### config.mk
export PLATFORM = sky130hd
export DESIGN_NAME = apb4_completer_regbank
export DESIGN_NICKNAME = d
export VERILOG_FILES = /design/src/rtl/apb4_completer_regbank.sv
export SDC_FILE = /design/constraint.sdc
export NUM_CORES = 1
export LEC_CHECK = 0
export ABC_CLOCK_PERIOD_IN_PS = 3600
export BUFFER_PORTS_ARGS = -buffer_cell sky130_fd_sc_hd__buf_2
export CORE_MARGIN = 3
export CORE_UTILIZATION = 55
export DETAILED_ROUTE_END_ITERATION = 12
export PLACE_DENSITY = 0.72
export SLEW_MARGIN = 20
export SYNTH_ARGS = -nofsm -noshare
export SYNTH_HDL_FRONTEND = slang
export SYNTH_SLANG_ARGS = --single-unit
### constraint.sdc
create_clock -name HCLK -period 3.6 [get_ports HCLK]
set_input_delay 0.72 -clock HCLK [delete_from_list [all_inputs] [get_ports HCLK]]
set_output_delay 0.72 -clock HCLK [all_outputs]
set_load 0.005 [all_outputs]
### src/rtl/apb4_completer_regbank.sv
// APB4 completer with a word-addressed register bank, programmable wait states,
// byte-lane writes and PPROT access checks; errored transfers are counted.
module apb4_completer_regbank #(
    parameter int          NUM_REGS    = 16,
    parameter int          WAIT_STATES = 0,
    parameter bit          SECURE_ONLY = 1'b0,
    parameter bit          PRIV_ONLY   = 1'b0,
    parameter logic [31:0] ID_VALUE    = 32'hA5B40001
) (
    input  logic        HCLK,
    input  logic        HRESETn,
    input  logic        PSEL,
    input  logic        PENABLE,
    input  logic [11:0] PADDR,
    input  logic        PWRITE,
    input  logic [31:0] PWDATA,
    input  logic [3:0]  PSTRB,
    input  logic [2:0]  PPROT,
    output logic [31:0] PRDATA,
    output logic        PREADY,
    output logic        PSLVERR,
    output logic [7:0]  err_count
);

    typedef enum logic {S_IDLE, S_ACCESS} state_t;

    state_t      r_state;
    logic [11:0] r_addr;
    logic        r_write;
    logic [31:0] r_wdata;
    logic [3:0]  r_strb;
    logic [1:0]  r_prot;
    logic [3:0]  r_wait;
    logic [7:0]  r_err_count;
    logic [31:0] r_regs [1:NUM_REGS-1];

    logic [9:0]  w_idx;
    logic        w_complete;
    logic        w_err;
    logic        w_wr_ok;
    logic [31:0] w_rd_val;
    logic        w_unused;

    // Instruction/data attribute carries no meaning for this bank.
    assign w_unused = PPROT[2];

    assign w_idx      = r_addr[11:2];
    assign w_complete = (r_state == S_ACCESS) && PSEL && PENABLE && (r_wait == 4'd0);
    assign w_err      = ({20'd0, r_addr} >= 32'(NUM_REGS * 4))
                      || (r_addr[1:0] != 2'b00)
                      || (SECURE_ONLY && r_prot[1])
                      || (PRIV_ONLY && !r_prot[0])
                      || (r_write && (w_idx == 10'd0));
    assign w_wr_ok    = w_complete && !w_err && r_write;

    always_comb begin
        w_rd_val = '0;
        if (w_idx == 10'd0) w_rd_val = ID_VALUE;
        for (int i = 1; i < NUM_REGS; i++) begin
            if (w_idx == 10'(i)) w_rd_val = r_regs[i];
        end
    end

    assign PREADY    = w_complete;
    assign PSLVERR   = w_complete && w_err;
    assign PRDATA    = (w_complete && !w_err && !r_write) ? w_rd_val : 32'd0;
    assign err_count = r_err_count;

    always_ff @(posedge HCLK or negedge HRESETn) begin
        if (!HRESETn) begin
            r_state <= S_IDLE;
            r_addr  <= '0;
            r_write <= 1'b0;
            r_wdata <= '0;
            r_strb  <= '0;
            r_prot  <= '0;
            r_wait  <= '0;
        end else begin
            case (r_state)
                S_IDLE: begin
                    if (PSEL && !PENABLE) begin
                        r_addr  <= PADDR;
                        r_write <= PWRITE;
                        r_wdata <= PWDATA;
                        r_strb  <= PSTRB;
                        r_prot  <= PPROT[1:0];
                        r_wait  <= 4'(WAIT_STATES);
                        r_state <= S_ACCESS;
                    end
                end
                S_ACCESS: begin
                    if (!PSEL) begin
                        r_state <= S_IDLE;
                    end else if (PENABLE) begin
                        if (r_wait != 4'd0) r_wait  <= r_wait - 4'd1;
                        else                r_state <= S_IDLE;
                    end
                end
                default: r_state <= S_IDLE;
            endcase
        end
    end

    always_ff @(posedge HCLK or negedge HRESETn) begin
        if (!HRESETn) begin
            r_err_count <= '0;
            for (int i = 1; i < NUM_REGS; i++) r_regs[i] <= '0;
        end else begin
            if (w_complete && w_err && (r_err_count != 8'hFF))
                r_err_count <= r_err_count + 8'd1;
            for (int i = 1; i < NUM_REGS; i++) begin
                if (w_wr_ok && (w_idx == 10'(i))) begin
                    for (int b = 0; b < 4; b++) begin
                        if (r_strb[b]) r_regs[i][8*b +: 8] <= r_wdata[8*b +: 8];
                    end
                end
            end
        end
    end

endmodule

# After elaboration in Yosys (flattened, before gate mapping)

Index checks and enable logic that the tools add are counted.
Widths: inputs -> output; s select.

Flip-flop bits (word level): 542
Latch bits: 0
RAM bits: 0
Memory bits (read-only): 0
Input port bits: 56
Memories: 0

Add/subtract/negate cells: 2
Multipliers: 0
Div/mod/pow operators: 0
Order comparisons: 1
Equal/unequal tests: 20
Shift-type cells: 0
Muxes and demuxes: 27
Bitwise gates (word level): 1
Reduce and logical (&&, ||, !) cells: 96

Operators by type and width:

| cell                | number |
|---|---|
| $mux 32             | 17 |
| $reduce_and 2->1    | 61 |
| $eq 10x4->1 const B | 8 |
| $eq 10x3->1 const B | 4 |
| $logic_and 1x1->1   | 25 |
| $eq 10x2->1 const B | 2 |
| $mux 4              | 4 |
| $ge 12x7->1 const B | 1 |
| $eq 10x1->1 const B | 1 |
| $logic_not 10->1    | 1 |
| $add 8x1->8 const B | 1 |
| $ne 8x8->1 const B  | 1 |
| $pmux 4 s2          | 1 |
| $ne 2x2->1 const B  | 3 |
| $logic_not 4->1     | 1 |
| $mux 1              | 4 |
| $reduce_and 4->1    | 1 |
| $reduce_bool 4->1   | 1 |
| $sub 4x1->4 const B | 1 |
| $logic_not 1->1     | 3 |
| $logic_or 1x1->1    | 2 |
| $ne 2x1->1 const B  | 1 |
| $pmux 1 s2          | 1 |
| $reduce_bool 2->1   | 1 |
| $not 1->1           | 1 |

# Longest topological paths before layout

Gate-level depths: netlist of run 1.

Depth in word-level cells: 18
Gate-level depth with buffers: 10
Depth with buffers taken out: 7

# Worst setup path after synthesis of run 1

No wires, ideal clock.

Path type: input -> output
From: input port PENABLE
To: output port PRDATA[10]
Arrival time: 2.283 ns
Path slack: 0.597 ns
Stages on the path: 7
Buffers on the path: 2
Path through: clkbuf_1 and3_1 nand2_1 nor4_1 buf_1 o21ai_0 a41oi_1

Cells in the longest elaborated chain, start to end: 5

Ends and longest elaborated chain:

| element                        | RTL line | RTL |
|---|---|---|
| start, declared                | 13       | `input logic PENABLE,` |
| $logic_and 1x1->1 (2 in a row) | 48       | `assign w_complete = (r_state == S_ACCESS) && PSEL && PENABLE && (r_wait == 4'd0);` |
| $logic_and 1x1->1 (2 in a row) | 66       | `assign PRDATA = (w_complete && !w_err && !r_write) ? w_rd_val : 32'd0;` |
| $mux 32                        | 66       |  |
| end, declared                  | 19       | `output logic [31:0] PRDATA,` |

Every way passes these cells.

# Worst setup path in the final report of run 1

From: register r_addr[5]
To: output port PRDATA[7]

Cells in the longest elaborated chain, start to end: 17
Elaborated cells on any way between the ends: 39

Ends and longest elaborated chain:

| element                | RTL line | RTL |
|---|---|---|
| start, declared        | 28       | `logic [11:0] r_addr;` |
| start signal, assigned | 72       | `r_addr <= '0;` |
| start signal, assigned | 82       | `r_addr <= PADDR;` |
| $eq 10x1->1            | 60       | `if (w_idx == 10'(i)) w_rd_val = r_regs[i];` |
| $mux 32 (15 in a row)  | 60       |  |
| $mux 32 (*)            | 66       |  |

Mark *: on every way between the ends. The rest lies on a longest branch, timed or not.

==> run_results.csv, run 1 <==
group,metric,value,unit
run_status,run_status,"finished, violations left",
run_status,violations,"negative setup slack",
clock_network,ctsHoldBuffers,0,
clock_network,clk_pin_slew,70,ps
die,io-pin-count,98,
sta,fin_ws,-61.5,ps
worst_setup_path,r2r_end,"r_regs[341]",
synthesis,synth_xor_area_frac,0.00240,
synthesis,ys_warn_count,0,
clock_network,cts_tree,"built",
synthesis,synthSimpleGateAreaFrac,0.0739,
synthesis,synthArstFlopShare,1.00,
drt,vias,19100,
power_and_ir_drop,power_per_cell_area,515,nW/um2
worst_setup_path,required,2880,ps
place,io_buffers,94,
global_routing,antenna_found_initial,0,
worst_setup_path,criticalPathCategory,"reg -> out",
sta,drv_slew,0,
run,drv_cap,0,
global_routing,grt_overflow_total,0,
worst_setup_path,cp_max_fo,8,
die,initial_core_util,0.560,
worst_setup_path,critPathLaunchType,"flop",
sta,tightest_slew,1050,ps
drt,drt.antenna.violating_nets,0,
synthesis,synth_compound_area_frac,0.0996,
synthesis,syn-mean-instance-area,12.4,um2
place,hpwl,50800,um
drt,drtIter0Drc,2292,
sta,min_period,3660,ps
drt,drtPass1Iterations,8,
synthesis,yosys.cell_types.count,69,
synthesis,synthFlopType,"dfrtp_1",
synthesis,syn_area,25600,um2
power_and_ir_drop,vdd_drop_max,0.412,mV
drt,vias_per_cell,6.65,
die,core_area,45700,um2
layout,syn_to_final_growth,18.0,%
synthesis,postSynthCellCount,2066,
power_and_ir_drop,switching_share,0.302,
die,die_x,222,um
layout,final_cell_mix,"dfrtp_1 (537), mux2_2 (507), buf_4 (121), nand2_1 (115), buf_2 (92)",
drt,wirelength,79800,um
die,rows,78,
layout,final_cells,2878,
layout,n_antenna_cell,0,
sta,finalHoldViolCount,0,
clock_network,cts-root-buf,"clkbuf_16",
global_routing,grt_pass1_vias,19200,
power_and_ir_drop,p_total,15.6,mW
place,dp.cells,2738,
place,place.gp.congestion,0.910,
layout,drive_gt1_frac,0.419,
global_routing,grt.total_usage,0.313,
synthesis,synthMuxAreaShare,0.268,
power_and_ir_drop,pwr-share-clk,0.378,
power_and_ir_drop,internal_power,10.9,mW
clock_network,max-clock-path-buffers,3,
die,dieArea,49100,um2
synthesis,synth_top_family_by_area,"multiplexers",
power_and_ir_drop,combPwrFrac,0.182,
worst_setup_path,r2r-start,"r_addr[5]",
die,die_y,222,um
worst_setup_path,r2r.worst_path.cells,6,
sta,setup_viol,13,
drt,drc,0,
layout,layout_commonest_cell,"dfrtp_1",
sta,fin_skew,25.0,ps
global_routing,grt_max_degree,91,
synthesis,synth-edff-count,0,
sta,rsz0062_at_grt,"yes",
synthesis,ys_ff_latch,542,
clock_network,h-tree-depth,2,
sta,fmax,0.273,GHz
worst_setup_path,end_kind,"output pin",
drt,wire_per_inst,27.7,um
power_and_ir_drop,switching_power,4.70,mW
synthesis,synthAdderAreaFrac,0.000978,
worst_hold_path,hold_class,"in -> async",
sta,period_share,1.02,
synthesis,synth_fp_nets,2124,
synthesis,yosysSeqAreaShare,0.530,
clock_network,cts_buffers,55,
clock_network,clock-sinks,542,
power_and_ir_drop,p_leak,14.4,nW
worst_setup_path,arrival,2940,ps
power_and_ir_drop,pwr-share-seq,0.440,
sta,slew_headroom,0.293,
layout,fin_nets,2294,
clock_network,clk_latency,620,ps
global_routing,grt_first_pass_wirelength,118000,um
worst_setup_path,reg2reg_setup_slack,180,ps
[worst max path at each step]
stage	from	end	depth (start not counted)
after floorplan	PENABLE	PRDATA[10]	7
after global placement	PENABLE	PRDATA[2]	8
after detailed placement	PENABLE	PRDATA[2]	8
after CTS	r_wait[0]	PRDATA[2]	9
after global routing	r_addr[3]	PRDATA[26]	8
final	r_addr[5]	PRDATA[7]	8
[sequential cells by signal, indices dropped and copies added (netlist names)]
| signal | cells |
|---|---|
| r_wdata | 32 |
| r_addr | 12 |
| r_state | 1 |
| r_strb | 4 |
| r_write | 1 |
| err_count | 8 |
| r_regs | 480 |
| r_wait | 4 |
[synth_stat cells, types with 8 or more instances]
library cell	n	area share
inv_1	17	0.0025
a221o_1	13	0.0051
a31oi_1	12	0.0029
o22ai_1	27	0.0066
nand4_1	13	0.0032
and2_1	9	0.0022
buf_1	18	0.0026
a221oi_1	29	0.0099
nor2b_1	17	0.0042
a211oi_1	19	0.0056
o21ai_0	78	0.015
dfrtp_1	542	0.53
a2bb2oi_1	13	0.0045
a22o_1	11	0.0038
mux2_2	507	0.22
nor3_1	21	0.0041
nor2_1	82	0.012
nor3b_1	14	0.0041
clkbuf_1	94	0.014
a21oi_1	69	0.014
nand2_1	120	0.018
and3_1	10	0.0024
nand2b_1	8	0.0020
mux2_1	51	0.022
mux2i_1	47	0.018
o2bb2ai_1	9	0.0031
nor4_1	12	0.0029
buf_2	31	0.0061
nand3_1	23	0.0045
o32ai_1	9	0.0031
a22oi_1	25	0.0073
[timing repair]
action	CTS	global route
pin swaps	5	13
setup endpoints to repair	32	37
resized for setup	66	76
cloned	0	3
buffers inserted	23	16
[per-stage QoR]
step / cell area (um2) / util / worst slack [ps] / TNS [ps] / hold slack, ps
2_1_floorplan: 25600 / - / 597 / 0 / 424
3_3_place_gp: 27300 / 0.598 / 220 / 0 / 468
3_5_place_dp: 27300 / 0.598 / 150 / 0 / 475
4_1_cts: 29600 / 0.649 / 0.817 / 0 / 80.0
5_1_grt: 30200 / 0.661 / -73.1 / -802 / 101
6_report: 30200 / 0.661 / -61.5 / -295 / 62.2
[metal layers]
| metal | GRT usage | vias up | wire [um] |
|---|---|---|---|
| li1 | - | 8028 | - |
| met2 | 0.484 | 1010 | 35900 |
| met1 | 0.425 | 9790 | 31200 |
| met4 | 0.146 | 0 | 4550 |
| met3 | 0.0710 | 316 | 8100 |
| met5 | 0 | - | 0 |
[layout make-up]
cell class,instances,area [um2]
multi-input cells,1362,11900
inverters,19,71.3
clock inverters,11,155
flip-flops and latches,542,13600
fillers,3333,15500
repair buffers,256,2060
clock buffers,88,1700
well taps,600,751
[power groups by stage]
stage / clock (mW) / sequential (mW) / combinational, mW
after CTS: 5.94 / 6.81 / 2.55
after floorplan: 0 / 6.53 / 1.52
after global placement: 0 / 6.91 / 2.30
after global routing: 6.18 / 6.88 / 2.96
final: 5.88 / 6.84 / 2.84
after detailed placement: 0 / 6.92 / 2.34
[worst max-delay path, cell delays in order, from the launching register on]
cell	delay, ps
dfrtp_4	530
buf_4	150
or4bb_4	500
nor2_4	180
buf_4	180
nand2_1	100
buf_6	200
o221a_2	330
buf_2	140
[kinds of logic after synthesis]
family                   Yosys count
AND/OR/NAND/NOR                  375
XOR/XNOR                           7
buffers and inverters            162
flip-flops                       542
multiplexers                     609
adder cells (fa/ha/maj)            2
AO/OA/AOI/OAI                    369
Power figures use the tool's default switching activity.
==> run 2: changes to the inputs <==
Settings changed: BUFFER_PORTS_ARGS -buffer_cell sky130_fd_sc_hd__buf_2 to not set, DONT_BUFFER_PORTS set to 1, PLACE_DENSITY 0.72 to 0.7.
==> run 2 against run 1 <==
The run ends with negative hold slack, negative setup slack left; hold slack worse by 250 ps; global-route usage up 0.40 points; sequential power about the same; die area unchanged; maximum frequency up 1.4%; final cell count down 4.1%; power up 1.6%; critical path type unchanged; largest power group unchanged.
==> run_results.csv, run 2 (synthesis gave the netlist of run 1 again) <==
group,metric,value,unit
power_and_ir_drop,p_leak,13.9,nW
global_routing,grt.total_usage,0.317,
clock_network,h-tree-depth,2,
die,core_area,45700,um2
worst_setup_path,required,2880,ps
clock_network,clk_pin_slew,60,ps
worst_setup_path,slowest_delay,580,ps
sta,fin_ws,-9.50,ps
layout,final_cell_mix,"dfrtp_1 (536), mux2_2 (507), nand2_1 (113), buf_4 (94), nor2_1 (75)",
layout,final_area,29700,um2
worst_setup_path,crit_chain,"bufbuf_16, and2_4, a221oi_4, a211oi_1, a2111oi_2, o221a_2",
worst_setup_path,arrival,2890,ps
drt,drt.antenna.violating_nets,0,
power_and_ir_drop,vdd_drop_max,0.431,mV
die,rows,78,
layout,largest_reg_flops,480,
clock_network,max-clock-path-buffers,3,
sta,rsz0062_at_grt,"yes",
global_routing,grt_overflow_total,0,
global_routing,grt_util_met1,0.428,
global_routing,grt_pass1_vias,19100,
global_routing,met3_usage,0.0854,
sta,slew_headroom,0.248,
layout,top_regs,"r_regs (480), r_wdata (32), r_addr (12)",
power_and_ir_drop,power_per_cell_area,533,nW/um2
die,die_y,222,um
global_routing,gr-max-usage-layer,"met2",
sta,setup_viol,3,
drt,drc,0,
sta,fmax,0.277,GHz
layout,regMostFlops,"r_regs",
drt,drtIter0Drc,2314,
worst_setup_path,r2r.worst_path.cells,7,
worst_setup_path,r2r_end,"r_regs[350]",
worst_setup_path,slowest_stage,"dfrtp_4",
worst_setup_path,cp_max_fo,6,
sta,whs,-185,ps
global_routing,grt_max_degree,543,
place,hpwl,49900,um
place,place.gp.congestion,0.907,
die,die_x,222,um
clock_network,clock-sinks,542,
place,pre_cts_slack,99.3,ps
place,post_dp_cell_area,26600,um2
clock_network,cts_buffers,57,
sta,tightest_slew,1120,ps
clock_network,clk_latency,620,ps
drt,wire_per_inst,28.8,um
clock_network,cts-root-buf,"clkbuf_16",
run,drv_cap,0,
worst_hold_path,hold_class,"in -> async",
worst_setup_path,r2r-start,"r_addr[7]",
layout,fin_nets,2171,
worst_setup_path,end_kind,"output pin",
worst_setup_path,reg2reg_setup_slack,90,ps
sta,min_period,3610,ps
sta,period_share,1.00,
drt,drtPass1Iterations,6,
global_routing,grt_first_pass_wirelength,119000,um
worst_setup_path,critPathLaunch,"r_addr[3]",
layout,syn_to_final_growth,16.0,%
run_status,violations,"negative hold slack, negative setup slack",
sta,finalHoldViolCount,406,
drt,vias_per_cell,6.76,
clock_network,cts_tree,"built",
sta,drv_slew,0,
drt,wirelength,79500,um
die,initial_core_util,0.560,
drt,vias,18600,
layout,final_core_util,0.649,
worst_setup_path,cp.buffers_inverters,1,
die,io-pin-count,98,
global_routing,met2_usage,0.482,
sta,fin_skew,26.0,ps
run_status,run_status,"finished, violations left",
worst_setup_path,critPathLaunchType,"flop",
worst_setup_path,criticalPathCategory,"reg -> out",
layout,layout_commonest_cell,"dfrtp_1",
worst_setup_path,crit_end,"PRDATA[7]",
worst_setup_path,critPathTopFamily,"compound AO/OA/AOI/OAI gates",
layout,drive_gt1_frac,0.391,
layout,n_antenna_cell,0,
place,io_buffers,0,
worst_setup_path,cp.depth,6,
die,dieArea,49100,um2
global_routing,antenna_found_initial,1,
power_and_ir_drop,p_total,15.8,mW
[run 2: cell types whose count changed in the layout (fill, tap and decap cells not counted), sizes merged]
cell / previous run / this run
buf: 254 / 127
bufbuf: 0 / 3
clkinv: 9 / 12
bufinv: 4 / 6
clkbuf: 90 / 88
clkinvlp: 0 / 1
inv: 17 / 18
[run 2: power by group]
part           switching (mW)  internal [mW]  leakage (nW)
clock                    2.47           3.77         0.995
sequential              0.589           6.26          7.45
combinational            1.64           1.07          5.44
total                    4.70           11.1          13.9
[run 2: layer usage]
| layer | up-vias | routed length (um) |
|---|---|---|
| met4 | 2 | 3970 |
| li1 | 7783 | - |
| met5 | - | 26 |
| met3 | 256 | 8120 |
| met2 | 1033 | 35800 |
| met1 | 9564 | 31600 |
[run 2: timing repair]
action | in CTS | in global routing
cloned | 5 | 0
pin swaps | 8 | 15
endpoints found under the hold margin | 542 | 513
buffers inserted | 23 | 4
endpoints found under the setup margin | 31 | 22
gates resized for setup | 90 | 55
[run 2: how the worst min path moves through the flow]
stage	slack, ps	depth (start not counted)	start	end
6_report	-190	0	HRESETn	r_wdata[30]
5_1_grt	-190	0	HRESETn	r_wdata[30]
4_1_cts	-190	0	HRESETn	r_regs[120]
3_5_place_dp	450	0	HRESETn	r_wdata[30]
3_3_place_gp	450	0	HRESETn	r_wdata[29]
2_1_floorplan	420	0	HRESETn	err_count[0]
[run 2: cell type report]
class / instances / area (um2)
inverter: 19 / 75.1
fill: 3406 / 16000
sequential: 542 / 13600
clock buffer: 87 / 1750
tap: 600 / 751
multi-input combinational: 1362 / 11900
timing repair buffer: 131 / 1360
clock inverter: 18 / 251
[run 2: per-stage QoR]
stage | cells | TNS [ps]
2_1_floorplan | 2066 | 0
3_3_place_gp | 2622 | 0
3_5_place_dp | 2622 | 0
4_1_cts | 2755 | -13.9
5_1_grt | 2759 | -193
6_report | 2759 | -20.9
==> run 3: changes to the inputs <==
Settings changed: CORE_UTILIZATION 55 to 32, CTS_CLUSTER_DIAMETER set to 80, CTS_CLUSTER_SIZE set to 16, PLACE_DENSITY 0.7 to not set.
==> run 3 against run 2 <==
The flow finishes with violations (negative hold slack, max-slew violations, negative setup slack); die area up 70%; clock power down 32%; first-iteration DRC count is 23% lower; combinational power grew 7%; count of clock-buffer cells in the layout fell by 42; sequential share of layout area is 0.56 points lower; critical endpoint is now PRDATA[14]; largest cell class unchanged; largest power group unchanged.
==> run_results.csv, run 3 (synthesis gave the netlist of run 1 again) <==
group,metric,value,unit
clock_network,cts_tree,"built",
sta,fin_ws,-26.8,ps
sta,min_period,3630,ps
clock_network,cts_buffers,40,
power_and_ir_drop,p_leak,13.9,nW
power_and_ir_drop,power_per_cell_area,465,nW/um2
layout,drive_gt1_frac,0.411,
sta,fmax,0.276,GHz
global_routing,gr-max-usage-layer,"met2",
die,core_area,79100,um2
run_status,violations,"negative hold slack, max-slew violations, negative setup slack",
power_and_ir_drop,p_total,13.9,mW
layout,top_regs,"r_regs (480), r_wdata (32), r_addr (12)",
global_routing,antenna_found_initial,3,
run_status,run_status,"finished, violations left",
layout,regMostFlops,"r_regs",
drt,drt.antenna.violating_nets,0,
layout,regArea,13600,um2
sta,tns,-38.9,ps
drt,vias,18500,
layout,largest_reg_flops,480,
global_routing,grt_max_degree,543,
worst_setup_path,criticalPathCategory,"reg -> out",
drt,wire_per_inst,26.0,um
drt,drtPass1Iterations,5,
drt,drtIter0Drc,1773,
sta,rsz0062_at_grt,"yes",
global_routing,grt_util_met1,0.261,
sta,fin_skew,26.2,ps
die,io-pin-count,98,
clock_network,clock-sinks,542,
global_routing,grt_pass1_vias,18700,
drt,vias_per_cell,5.73,
worst_setup_path,critPathLaunchType,"flop",
run,drv_cap,0,
worst_setup_path,end_kind,"output pin",
drt,drc,0,
sta,setup_viol,2,
global_routing,met2_usage,0.306,
place,io_buffers,0,
die,die_x,289,um
die,rows,103,
clock_network,h-tree-depth,2,
die,dieArea,83400,um2
sta,whs,-124,ps
worst_setup_path,arrival,2910,ps
clock_network,max-clock-path-buffers,3,
global_routing,grt_first_pass_wirelength,123000,um
layout,n_fill_cell,7530,
sta,slew_headroom,-1.24,
clock_network,cts-root-buf,"clkbuf_16",
layout,fin_nets,2228,
worst_setup_path,cp_max_fo,12,
sta,finalHoldViolCount,49,
global_routing,grt_overflow_total,0,
power_and_ir_drop,vdd_drop_max,0.342,mV
layout,final_cell_mix,"dfrtp_1 (535), mux2_2 (507), buf_4 (149), nand2_1 (112), nor2_1 (71)",
die,initial_core_util,0.323,
worst_hold_path,hold_class,"in -> async",
clock_network,clk_pin_slew,70,ps
sta,tightest_slew,3370,ps
layout,layout_commonest_cell,"dfrtp_1",
sta,period_share,1.01,
worst_setup_path,required,2880,ps
layout,n_antenna_cell,0,
drt,wirelength,83900,um
clock_network,clk_latency,590,ps
die,die_y,289,um
layout,multiInputGateArea,12000,um2
global_routing,met3_usage,0.0458,
layout,final_core_util,0.379,
place,pre_cts_slack,-334,ps
layout,syn_to_final_growth,17.4,%
global_routing,grt.total_usage,0.195,
sta,drv_slew,396,
place,hpwl,54700,um
place,place.gp.congestion,0.869,
run 3: cell count changes in the layout (fill, tap and decap cells not counted), sizes merged:
| cell | delta |
|---|---|
| buf | +73 |
| bufbuf | -2 |
| bufinv | -6 |
| clkbuf | -39 |
| clkinv | -10 |
| inv | +2 |
run 3: cell type report:
| cell class | instances | share of cell area |
|---|---|---|
| repair buffers | 205 | 0.0661 |
| flip-flops and latches | 542 | 0.452 |
| clock inverters | 4 | 0.00138 |
| clock buffers | 45 | 0.0347 |
| inverters | 19 | 0.00246 |
| multi-input cells | 1362 | 0.399 |
| well taps | 1050 | 0.0438 |
run 3: metrics by stage:
stage               cells  hold slack [ps]  instance area (um2)
floorplan            2066              424                25600
CTS                  3192             -162                29200
global placement     3108              468                27500
global route         3227             -152                30000
detailed placement   3108              471                27500
finish               3227             -124                30000
run 3: worst paths after layout:
| kind | from | end | slack [ps] | cells after the start |
|---|---|---|---|---|
| setup / recovery | r_addr[3] | PRDATA[14] | -30 | 10 |
| hold / removal | HRESETn | r_regs[311] | -120 | 0 |
| setup reg to reg | r_wait[1] | r_regs[167] | 380 | 8 |
| hold reg to reg | r_regs[15] | r_regs[15] | 490 | 1 |
| max in group asynchronous | HRESETn | r_addr[11] | 900 | 0 |
| min in group HCLK | PENABLE | r_state | 230 | 1 |
run 3: worst max-delay path: stages (launching register included):
cell and delay (ps):
dfrtp_4 430, buf_4 170, buf_4 160, buf_8 170, mux2_2 340, a222oi_1 270
a21oi_2 130, o211ai_1 250, a221oi_2 90, buf_4 170, buf_4 140
run 3: where the power goes:
part / internal (mW) / switching [mW]
registers: 6.25 / 0.568
logic: 1.19 / 1.72
clock network: 2.06 / 2.17
total: 9.49 / 4.45
run 3: repair_timing:
item,CTS,global route
gates cloned,1,4
endpoints found under the setup margin,32,28
pin swaps,9,43
hold endpoints to repair,542,542
setup buffers,34,32
gates resized for setup,97,118
run 3: layer usage:
metal	up-vias	wire, um
met2	812	38000
met1	9630	35100
li1	7835	-
met3	218	7000
met5	-	54
met4	6	3830
